===== src/rtl/vc_scheduler_ctrl.sv =====
// Virtual-channel scheduler: owns FIFO init and thresholds, arbitrates VC0 > VC1 reads
// and steers the read words into destination FIFOs D0/D1 through a two-stage pipeline.
module vc_scheduler_ctrl #(
    parameter int DATA_WIDTH = 6,
    parameter int CNT_WIDTH  = 8
) (
    input  logic                  clk,
    input  logic                  reset,
    input  logic                  init,
    input  logic [3:0]            umbral_vc0_in,
    input  logic [3:0]            umbral_vc1_in,
    input  logic [3:0]            umbral_d_in,
    input  logic                  empty_vc0,
    input  logic                  empty_vc1,
    input  logic                  almost_full_d0,
    input  logic                  almost_full_d1,
    input  logic [DATA_WIDTH-1:0] data_vc0,
    input  logic [DATA_WIDTH-1:0] data_vc1,
    output logic                  init_fifo,
    output logic [3:0]            umbral_vc0,
    output logic [3:0]            umbral_vc1,
    output logic [3:0]            umbral_d,
    output logic                  pop_vc0,
    output logic                  pop_vc1,
    output logic                  push_d0,
    output logic                  push_d1,
    output logic [DATA_WIDTH-1:0] data_out,
    output logic [CNT_WIDTH-1:0]  cnt_d0,
    output logic [CNT_WIDTH-1:0]  cnt_d1,
    output logic [1:0]            state,
    output logic                  idle
);

    typedef enum logic [1:0] {
        ST_RESET  = 2'd0,
        ST_INIT   = 2'd1,
        ST_IDLE   = 2'd2,
        ST_ACTIVE = 2'd3
    } state_t;

    state_t                  r_state;
    state_t                  w_next;
    logic [3:0]              r_umbral_vc0;
    logic [3:0]              r_umbral_vc1;
    logic [3:0]              r_umbral_d;
    logic                    r_s1_valid;
    logic                    r_s1_src;
    logic                    r_push_d0;
    logic                    r_push_d1;
    logic [DATA_WIDTH-1:0]   r_data_out;
    logic [CNT_WIDTH-1:0]    r_cnt_d0;
    logic [CNT_WIDTH-1:0]    r_cnt_d1;
    logic                    w_pop_ok;
    logic                    w_pop_vc0;
    logic                    w_pop_vc1;
    logic                    w_pipe_empty;
    logic [DATA_WIDTH-1:0]   w_s1_data;

    always_ff @(posedge clk or negedge reset) begin
        if (!reset) begin
            r_state <= ST_RESET;
        end else begin
            r_state <= w_next;
        end
    end

    assign w_pipe_empty = !r_s1_valid && !r_push_d0 && !r_push_d1;

    always_comb begin
        w_next = r_state;
        case (r_state)
            ST_RESET:  w_next = ST_INIT;
            ST_INIT:   if (!init) w_next = ST_IDLE;
            ST_IDLE: begin
                if (init)                         w_next = ST_INIT;
                else if (!empty_vc0 || !empty_vc1) w_next = ST_ACTIVE;
            end
            ST_ACTIVE: begin
                if (init)                                        w_next = ST_INIT;
                else if (empty_vc0 && empty_vc1 && w_pipe_empty) w_next = ST_IDLE;
            end
            default:   w_next = ST_RESET;
        endcase
    end

    // Strict priority: VC1 is only read in a cycle where VC0 has nothing to offer.
    assign w_pop_ok  = (r_state == ST_ACTIVE) && !init && !almost_full_d0 && !almost_full_d1;
    assign w_pop_vc0 = w_pop_ok && !empty_vc0;
    assign w_pop_vc1 = w_pop_ok && !w_pop_vc0 && !empty_vc1;

    always_ff @(posedge clk or negedge reset) begin
        if (!reset) begin
            r_umbral_vc0 <= '0;
            r_umbral_vc1 <= '0;
            r_umbral_d   <= '0;
        end else if (r_state == ST_INIT) begin
            r_umbral_vc0 <= umbral_vc0_in;
            r_umbral_vc1 <= umbral_vc1_in;
            r_umbral_d   <= umbral_d_in;
        end
    end

    always_ff @(posedge clk or negedge reset) begin
        if (!reset) begin
            r_s1_valid <= 1'b0;
            r_s1_src   <= 1'b0;
        end else if (init) begin
            r_s1_valid <= 1'b0;
            r_s1_src   <= 1'b0;
        end else begin
            r_s1_valid <= w_pop_vc0 || w_pop_vc1;
            r_s1_src   <= w_pop_vc1;
        end
    end

    // Source FIFOs present the popped word one cycle after the pop; stage 2 captures it here.
    assign w_s1_data = r_s1_src ? data_vc1 : data_vc0;

    always_ff @(posedge clk or negedge reset) begin
        if (!reset) begin
            r_push_d0  <= 1'b0;
            r_push_d1  <= 1'b0;
            r_data_out <= '0;
        end else if (init || !r_s1_valid) begin
            r_push_d0  <= 1'b0;
            r_push_d1  <= 1'b0;
            r_data_out <= '0;
        end else begin
            r_push_d0  <= !w_s1_data[DATA_WIDTH-1];
            r_push_d1  <= w_s1_data[DATA_WIDTH-1];
            r_data_out <= w_s1_data;
        end
    end

    always_ff @(posedge clk or negedge reset) begin
        if (!reset) begin
            r_cnt_d0 <= '0;
            r_cnt_d1 <= '0;
        end else begin
            if (r_push_d0) r_cnt_d0 <= r_cnt_d0 + 1'b1;
            if (r_push_d1) r_cnt_d1 <= r_cnt_d1 + 1'b1;
        end
    end

    assign init_fifo  = (r_state == ST_IDLE) || (r_state == ST_ACTIVE);
    assign umbral_vc0 = r_umbral_vc0;
    assign umbral_vc1 = r_umbral_vc1;
    assign umbral_d   = r_umbral_d;
    assign pop_vc0    = w_pop_vc0;
    assign pop_vc1    = w_pop_vc1;
    assign push_d0    = r_push_d0;
    assign push_d1    = r_push_d1;
    assign data_out   = r_data_out;
    assign cnt_d0     = r_cnt_d0;
    assign cnt_d1     = r_cnt_d1;
    assign state      = r_state;
    assign idle       = (r_state == ST_IDLE);

endmodule


===== config.mk =====
export PLATFORM = sky130hd
export DESIGN_NAME = vc_scheduler_ctrl
export DESIGN_NICKNAME = d
export VERILOG_FILES = /design/src/rtl/vc_scheduler_ctrl.sv
export SDC_FILE = /design/constraint.sdc
export NUM_CORES = 1
export LEC_CHECK = 0
export ABC_AREA = 1
export CORE_MARGIN = 5
export CORE_UTILIZATION = 42
export DETAILED_ROUTE_END_ITERATION = 8
export PLACE_DENSITY = 0.79
export SYNTH_ARGS = -nofsm -noshare
export SYNTH_HDL_FRONTEND = slang
export SYNTH_SLANG_ARGS = --single-unit

===== constraint.sdc =====
create_clock -name clk -period 1.91 [get_ports clk]
set_clock_uncertainty 0.2 [all_clocks]
set_input_delay 0.2865 -clock clk [delete_from_list [all_inputs] [get_ports clk]]
set_output_delay 0.2865 -clock clk [all_outputs]
set_load 0.02 [all_outputs]

# --- Yosys cells after proc, flatten, opt, wreduce, memory -nomap -nowiden ---
# Cells that the tools add are included.
op_classes:
  n_eq_ne: 6
  addsub: 2
  reduce_logical: 26
  n_mux: 12
op_table:
  columns: ["op", "count"]
  rows:
  - ["$add 8x1->8 const B", 2]
  - ["$mux 6", 2]
  - ["$logic_and 1x1->1", 10]
  - ["$logic_not 1->1", 10]
  - ["$mux 2", 5]
  - ["$pmux 2 s4", 1]
  - ["$eq 2x2->1 const B", 2]
  - ["$logic_or 1x1->1", 4]
  - ["$mux 1", 4]
  - ["$ne 3x2->1 const B", 1]
  - ["$ne 3x3->1 const B", 1]
  - ["$reduce_and 3->1", 1]
  - ["$eq 2x1->1 const B", 1]
  - ["$logic_not 2->1", 1]
  - ["$ne 2x2->1 const B", 1]
totals:
  register_bits: 40
  wordCells: 57
  output_inout_bits: 42
  inputBits: 31

# --- Depth between registers and ports, before layout ---
# Gate-level depths: netlist of run 1.
logic_depth:
  depth_word: 10
  mapped_depth: 7
  mapped_depth_nobuf: 6

# --- Least setup slack after synthesis of run 1 ---
# OpenSTA, ideal clock, no wires.
synth_path:
  path_type: "register -> output"
  from: "register r_state[1] (netlist: state[1])"
  to: "output pop_vc1"
  setup_slack_ns: 0.011
  required_time_ns: 1.424
  arrival_ns: 1.413
  n_path_buf: 0
  path_stages_with_launch: 5
  path_cell_list: "dfrtp_1 > inv_2 > nor3_4 > nand2_2 > nor3b_1"
synth_via:
  elab_chain_cells: 8
synth_rtl:
  columns: ["item", "line_no", "rtl"]
  rows:
  - ["start: declaration", "41", "state_t r_state;"]
  - ["start signal: assignment", "63", "r_state <= w_next;"]
  - ["$eq 2x2->1 (*)", "87", "assign w_pop_ok = (r_state == ST_ACTIVE) && !init && !almost_full_d0 && !almost_full_d1;"]
  - ["$logic_and 1x1->1 (*) (3 in series)", "87", null]
  - ["$logic_and 1x1->1", "88", "assign w_pop_vc0 = w_pop_ok && !empty_vc0;"]
  - ["$logic_not 1->1", "89", "assign w_pop_vc1 = w_pop_ok && !w_pop_vc0 && !empty_vc1;"]
  - ["$logic_and 1x1->1 (*) (2 in series)", "89", null]
  - ["end: declaration", "24", "output logic pop_vc1,"]
# Every way passes the cells marked *; elsewhere a longest branch is shown, timed or not.

# --- Worst setup path in the final report of run 1 ---
layout_path:
  from: "register r_state[1] (netlist: state[1])"
  to: "output state[1]"
layout_lines:
  columns: ["item", "line_no", "rtl"]
  rows:
  - ["end: declaration", "30", "output logic [1:0] state,"]
# No word-level cell between the ends.

==> impl_metrics.env, run 1 <==
export IMPL_core_area_mm2=0.00400
export IMPL_postRouteAntennaNets=0
export IMPL_area_growth_pct=57.1
export IMPL_synth_compound_area_frac=0.0332
export IMPL_worst_path_buf_inv=2
export IMPL_clkSinkCount=39
export IMPL_hold_class="input pin to asynchronous set/reset pin"
export IMPL_synth_warning_count=0
export IMPL_ys_seq_area_frac=0.563
export IMPL_drive_gt1_frac=0.176
export IMPL_syn_area_mm2=0.00173
export IMPL_critPathKind="register to output pin"
export IMPL_slowest_stage="clkdlybuf4s50_1"
export IMPL_diodes=0
export IMPL_first_global_vias=1385
export IMPL_die_area_mm2=0.00551
export IMPL_crit_family="buffers and inverters"
export IMPL_initial_core_util=0.434
export IMPL_synthMuxAreaShare=0.104
export IMPL_routed_via_density=4.59
export IMPL_min_period_over_period=0.969
export IMPL_wirelength_um=3730
export IMPL_cp_end_kind="output pin"
export IMPL_drt_iter0_markers=35
export IMPL_syn_area_per_cell_um2=10.6
export IMPL_crit_path_max_fanout=3
export IMPL_r2r_end="state[0]"
export IMPL_hpwl_um=2980
export IMPL_fin_crit_ns=1.85
export IMPL_drc=0
export IMPL_ys_seq_elements=39
export IMPL_fp_row_count=23
export IMPL_fill_cells=322
export IMPL_wl_per_cell_um=12.2
export IMPL_die_w_um=74.3
export IMPL_antenna_found_initial=0
export IMPL_clk_pin_slew_worst_paths_ns=0.07
export IMPL_first_pass_iters=4
export IMPL_drv_cap=0
export IMPL_final_max_slew_violation_count=0
export IMPL_crit_path_cell_trace="buf_4 -> clkdlybuf4s50_1"
export IMPL_clkLatencyLatePin_ns=0.29
export IMPL_ctsLongestPathBuffers=2
export IMPL_grt_use_total=0.144
export IMPL_worstMarginPinSlew_ns=0.444
export IMPL_nNetsFinal=287
export IMPL_synth_xor_area_share=0.0505
export IMPL_cts_tree="done"
export IMPL_regToRegStartpoint="state[1]"
export IMPL_ir_drop_mv=0.739
export IMPL_status="complete, no violations"
export IMPL_place_port_buffers=72
export IMPL_grt_pass1_wl_um=6090
export IMPL_finalSetupViolCount=0
export IMPL_numCtsBuffers=5
export IMPL_synth_simple_area_share=0.181
export IMPL_clock_fmax_mhz=540
export IMPL_p_leak_nw=1.31
export IMPL_io_pins=73
export IMPL_synth_cells=164
export IMPL_critPathLaunchType="register"
export IMPL_synth_cell_type_count=27
export IMPL_reg2reg_slack_ns=0.46
export IMPL_die_h_um=74.3
export IMPL_rsz0062_at_grt="true"
export IMPL_cpPeakStageDelay_ns=0.60
export IMPL_grt_max_degree=21
export IMPL_reg2reg_depth=7
export IMPL_crit_arrival_ns=1.36
export IMPL_setup_tns_ns=0
export IMPL_required_ns=1.42
export IMPL_cts_root_buffer="clkbuf_8"
export IMPL_vias=1399
export IMPL_htreeDepth=2
export IMPL_synthAdderAreaFrac=0.0144
export IMPL_hold_viol=0
export IMPL_syn_nets=197
export IMPL_gp_congestion=0.797
export IMPL_relSlewSlack=0.704
export IMPL_grt_ovfl_total=0
export IMPL_power_density_mw_per_mm2=1160
export IMPL_p_total_w=0.00315
export IMPL_synth_top_family_by_area="simple AND/OR/NAND/NOR gates"
-- cells in the mapped netlist (all sizes together) --
cell    instances  area share
a21oi           8       0.023
buf             2       0.013
nand2          39       0.090
nor2           16       0.036
a21o            1      0.0043
clkbuf          1      0.0022
nand3b          1      0.0043
nor3b           2      0.0087
nand4           1      0.0036
nor3            2       0.015
nand3           7       0.023
ha              2       0.014
inv            18       0.039
xor2            7       0.035
xnor2           3       0.015
o21ai           2      0.0058
mux2           13        0.10
dfrtp          39        0.56
-- repair_timing --
action / in CTS / in global routing
hold endpoints to repair: 19 / 0
hold buffers: 1 / 0
gates resized for setup: 11 / 3
buffers inserted: 0 / 1
pin swaps: 1 / 2
endpoints found under the setup margin: 4 / 3
-- layer usage --
| metal | part of all wire | wire, um | track usage |
|---|---|---|---|
| met1 | 0.41 | 1530 | 0.169 |
| met2 | 0.50 | 1880 | 0.246 |
| met3 | 0.072 | 267 | 0.0459 |
| met4 | 0.014 | 53 | 0.0534 |
| met5 | 0 | 0 | 0 |
-- flip-flops by register name, indices dropped and copies added (netlist names) --
register / flops
umbral_vc1: 4
r_s1_valid: 1
data_out: 6
r_s1_src: 1
umbral_d: 4
umbral_vc0: 4
cnt_d1: 8
state: 2
push_d0: 1
cnt_d0: 8
-- worst max path at each step --
stage                         from  endpoint  slack (ns)  cells past startpoint
after global routing      state[1]   pop_vc1      -0.004                      5
final                     state[1]  state[1]        0.06                      2
after detailed placement      init   pop_vc1       -0.45                      5
after CTS                 state[0]   pop_vc1        0.03                      5
after global placement        init   pop_vc1       -0.46                      5
after floorplan           state[1]   pop_vc1        0.01                      4
-- worst register-to-register path: cells and delay by family (launching register included) --
kind | cells | cell delay [ns]
buf+inv | 2 | 0.21
simple gates | 5 | 0.55
flops | 1 | 0.39
-- through the flow --
step                      worst slack, ns  instance area, um2  hold slack [ns]   util  cells
after floorplan                    0.0108                1730           -0.209      -    164
after global placement             -0.464                2580           0.0584  0.644    295
after detailed placement           -0.453                2580           0.0665  0.644    295
after CTS                          0.0339                2710            0.279  0.677    304
after global routing             -0.00382                2720            0.330  0.681    305
final                              0.0595                2720            0.272  0.681    305
-- cell type report --
class,count,area (um2),area share
Sequential cell,39,976,0.358
Timing Repair Buffer,86,816,0.299
Multi-Input combinational cell,104,669,0.246
Clock buffer,6,72.6,0.0266
Inverter,18,67.6,0.0248
Tap cell,50,62.6,0.0230
Clock inverter,2,60.1,0.0220
-- power breakdown --
| group | internal (W) | switching (W) |
|---|---|---|
| combinational | 0.000674 | 0.000551 |
| clock | 0.000522 | 0.000281 |
| sequential | 0.00101 | 0.000118 |
| total | 0.00220 | 0.000950 |
-- placed cells by master (no fill, tap or decap) --
cell type / count
buf_2: 2
nand4_1: 1
nor3b_2: 1
dlygate4sd3_1: 1
clkbuf_8: 5
xnor2_1: 3
o21ai_1: 1
dfrtp_1: 39
a21o_1: 1
nor3_4: 1
bufinv_16: 2
nand3b_1: 1
ha_1: 2
a21oi_1: 8
nand3_2: 1
inv_1: 16
nor2_1: 15
nand2_2: 1
nor3_2: 1
o21ai_0: 1
nand2_1: 37
dlygate4sd2_1: 2
mux2_2: 4
xor2_1: 7
clkbuf_1: 1
mux2_4: 9
nand3_1: 6
inv_2: 2
dlymetal6s2s_1: 1
nor3b_1: 1
nand2_4: 1
nor2_2: 1
clkdlybuf4s50_1: 66
buf_4: 14
-- cells by family after synthesis --
logic type | after synthesis
AOI/OAI and AO/OA | 11
muxes | 13
xor gates and xnor gates | 10
and+or+nand+nor | 68
buffers and inverters | 21
adders and majority gates | 2
DFF | 39
Power figures use the tool's default switching activity.
==> inputs of run 2 (changes only) <==
Settings changed: PLACE_DENSITY 0.79 to 0.78.
==> run 2 against run 1 <==
  * Non-clock buffer count is 2 lower
  * Count of clock-buffer cells in the layout is 1 higher
  * Sequential share of layout area is 0.79 points higher
  * Cell area is 2.2% lower
  * Largest cell class unchanged
==> impl_metrics.env, run 2 (synthesis results as in run 1) <==
export IMPL_vias=1387
export IMPL_routed_via_density=4.58
export IMPL_status="complete, no violations"
export IMPL_finalSetupViolCount=0
export IMPL_first_pass_iters=4
export IMPL_die_area_mm2=0.00551
export IMPL_wl_per_cell_um=12.6
export IMPL_regToRegStartpoint="state[1]"
export IMPL_relSlewSlack=0.700
export IMPL_core_area_mm2=0.00400
export IMPL_reg2reg_slack_ns=0.46
export IMPL_fill_cells=350
export IMPL_clkPwrFrac=0.182
export IMPL_grt_ovfl_total=0
export IMPL_drc=0
export IMPL_die_h_um=74.3
export IMPL_grt_use_total=0.147
export IMPL_crit_arrival_ns=1.37
export IMPL_cpPeakStageDelay_ns=0.60
export IMPL_first_global_vias=1439
export IMPL_use_met2=0.268
export IMPL_htreeDepth=2
export IMPL_die_w_um=74.3
export IMPL_drive_gt1_frac=0.166
export IMPL_crit_path_cell_trace="buf_4 -> clkdlybuf4s50_1"
export IMPL_intPower_w=0.00194
export IMPL_ctsLongestPathBuffers=2
export IMPL_antenna_found_initial=0
export IMPL_gp_congestion=0.793
export IMPL_final_max_slew_violation_count=0
export IMPL_clk_pin_slew_worst_paths_ns=0.07
export IMPL_cts_root_buffer="clkbuf_8"
export IMPL_busiest_layer="met2"
export IMPL_p_seq_frac=0.390
export IMPL_crit_family="buffers and inverters"
export IMPL_crit_path_max_fanout=3
export IMPL_gr_usage_met1=0.164
export IMPL_min_period_over_period=0.971
export IMPL_wirelength_um=3830
export IMPL_fin_area_mm2=0.00267
export IMPL_nNetsFinal=285
export IMPL_p_total_w=0.00288
export IMPL_worstMarginPinSlew_ns=0.450
export IMPL_io_pins=73
export IMPL_ir_drop_mv=0.732
export IMPL_p_leak_nw=1.33
export IMPL_critPathLaunchType="register"
export IMPL_hold_class="input pin to asynchronous set/reset pin"
export IMPL_critPathKind="register to output pin"
export IMPL_place_port_buffers=72
export IMPL_path_depth=2
export IMPL_r2r_end="state[0]"
export IMPL_mostFrequentLayoutCells="63 x clkdlybuf4s50_1, 39 x dfrtp_1, 37 x nand2_1"
export IMPL_diodes=0
export IMPL_numCtsBuffers=5
export IMPL_drt_iter0_markers=34
export IMPL_final_common_cell="clkdlybuf4s50_1"
export IMPL_setup_tns_ns=0
export IMPL_drv_cap=0
export IMPL_clkSinkCount=39
export IMPL_reg2reg_depth=7
export IMPL_clkLatencyLatePin_ns=0.28
export IMPL_initial_core_util=0.434
export IMPL_slowest_stage="clkdlybuf4s50_1"
export IMPL_hold_viol=0
export IMPL_switchingPower_w=0.000936
export IMPL_met3_usage=0.0554
export IMPL_area_growth_pct=53.7
export IMPL_grt_pass1_wl_um=6300
export IMPL_fin_crit_ns=1.85
export IMPL_hpwl_um=2990
export IMPL_required_ns=1.42
export IMPL_pwr_share_comb=0.428
export IMPL_grt_max_degree=21
export IMPL_fp_row_count=23
export IMPL_worst_path_buf_inv=2
export IMPL_power_density_mw_per_mm2=1080
export IMPL_postRouteAntennaNets=0
export IMPL_clock_fmax_mhz=539
export IMPL_placed_cells=292
export IMPL_postPlaceCellArea_mm2=0.00255
export IMPL_switching_share=0.325
export IMPL_cp_end_kind="output pin"
export IMPL_fin_cells=303
export IMPL_cts_tree="done"
[run 2: area by class of cell]
type	instances	area, um2	share of cell area
well taps	50	62.6	0.0235
flip-flops and latches	39	976	0.366
repair buffers	84	808	0.303
clock inverters	1	5.00	0.00188
inverters	18	67.6	0.0254
clock buffers	7	76.3	0.0286
multi-input cells	104	669	0.251
[run 2: timing repair]
| action | CTS | global route |
|---|---|---|
| pin swaps | 1 | 1 |
| resized for setup | 10 | 7 |
| endpoints found under the setup margin | 5 | 6 |
| endpoints found under the hold margin | 19 | 0 |
| buffers inserted | 0 | 2 |
| hold buffers | 1 | 0 |
[run 2: metal layers]
metal | up-vias | wire length, um
met5 | - | 0
met4 | 0 | 14
met3 | 2 | 279
met2 | 40 | 1970
met1 | 652 | 1560
li1 | 693 | -
[run 2: power by group through the flow]
stage / registers, W / clock network, W / logic, W
floorplan: 0.00137 / 0 / 0.000445
global placement: 0.00114 / 0 / 0.00122
detailed placement: 0.00114 / 0 / 0.00124
CTS: 0.00113 / 0.000537 / 0.00124
global route: 0.00115 / 0.000584 / 0.00131
finish: 0.00112 / 0.000523 / 0.00123
[run 2: how the worst max path moves through the flow]
stage / from / endpoint / slack (ns)
after floorplan: state[1] / pop_vc1 / 0.01
after global placement: init / pop_vc1 / -0.45
after detailed placement: init / pop_vc1 / -0.47
after CTS: push_d0 / push_d0 / 0.0005
after global routing: state[1] / pop_vc1 / -0.01
final: state[1] / state[1] / 0.06
[run 2: per-stage QoR]
stage | worst slack (ns) | hold slack, ns | util
after global placement | -0.449 | 0.0592 | 0.638
after detailed placement | -0.471 | 0.0671 | 0.638
final | 0.0557 | 0.286 | 0.666
after CTS | 0.000524 | 0.296 | 0.660
after global routing | -0.0115 | 0.324 | 0.666
after floorplan | 0.0108 | -0.209 | -
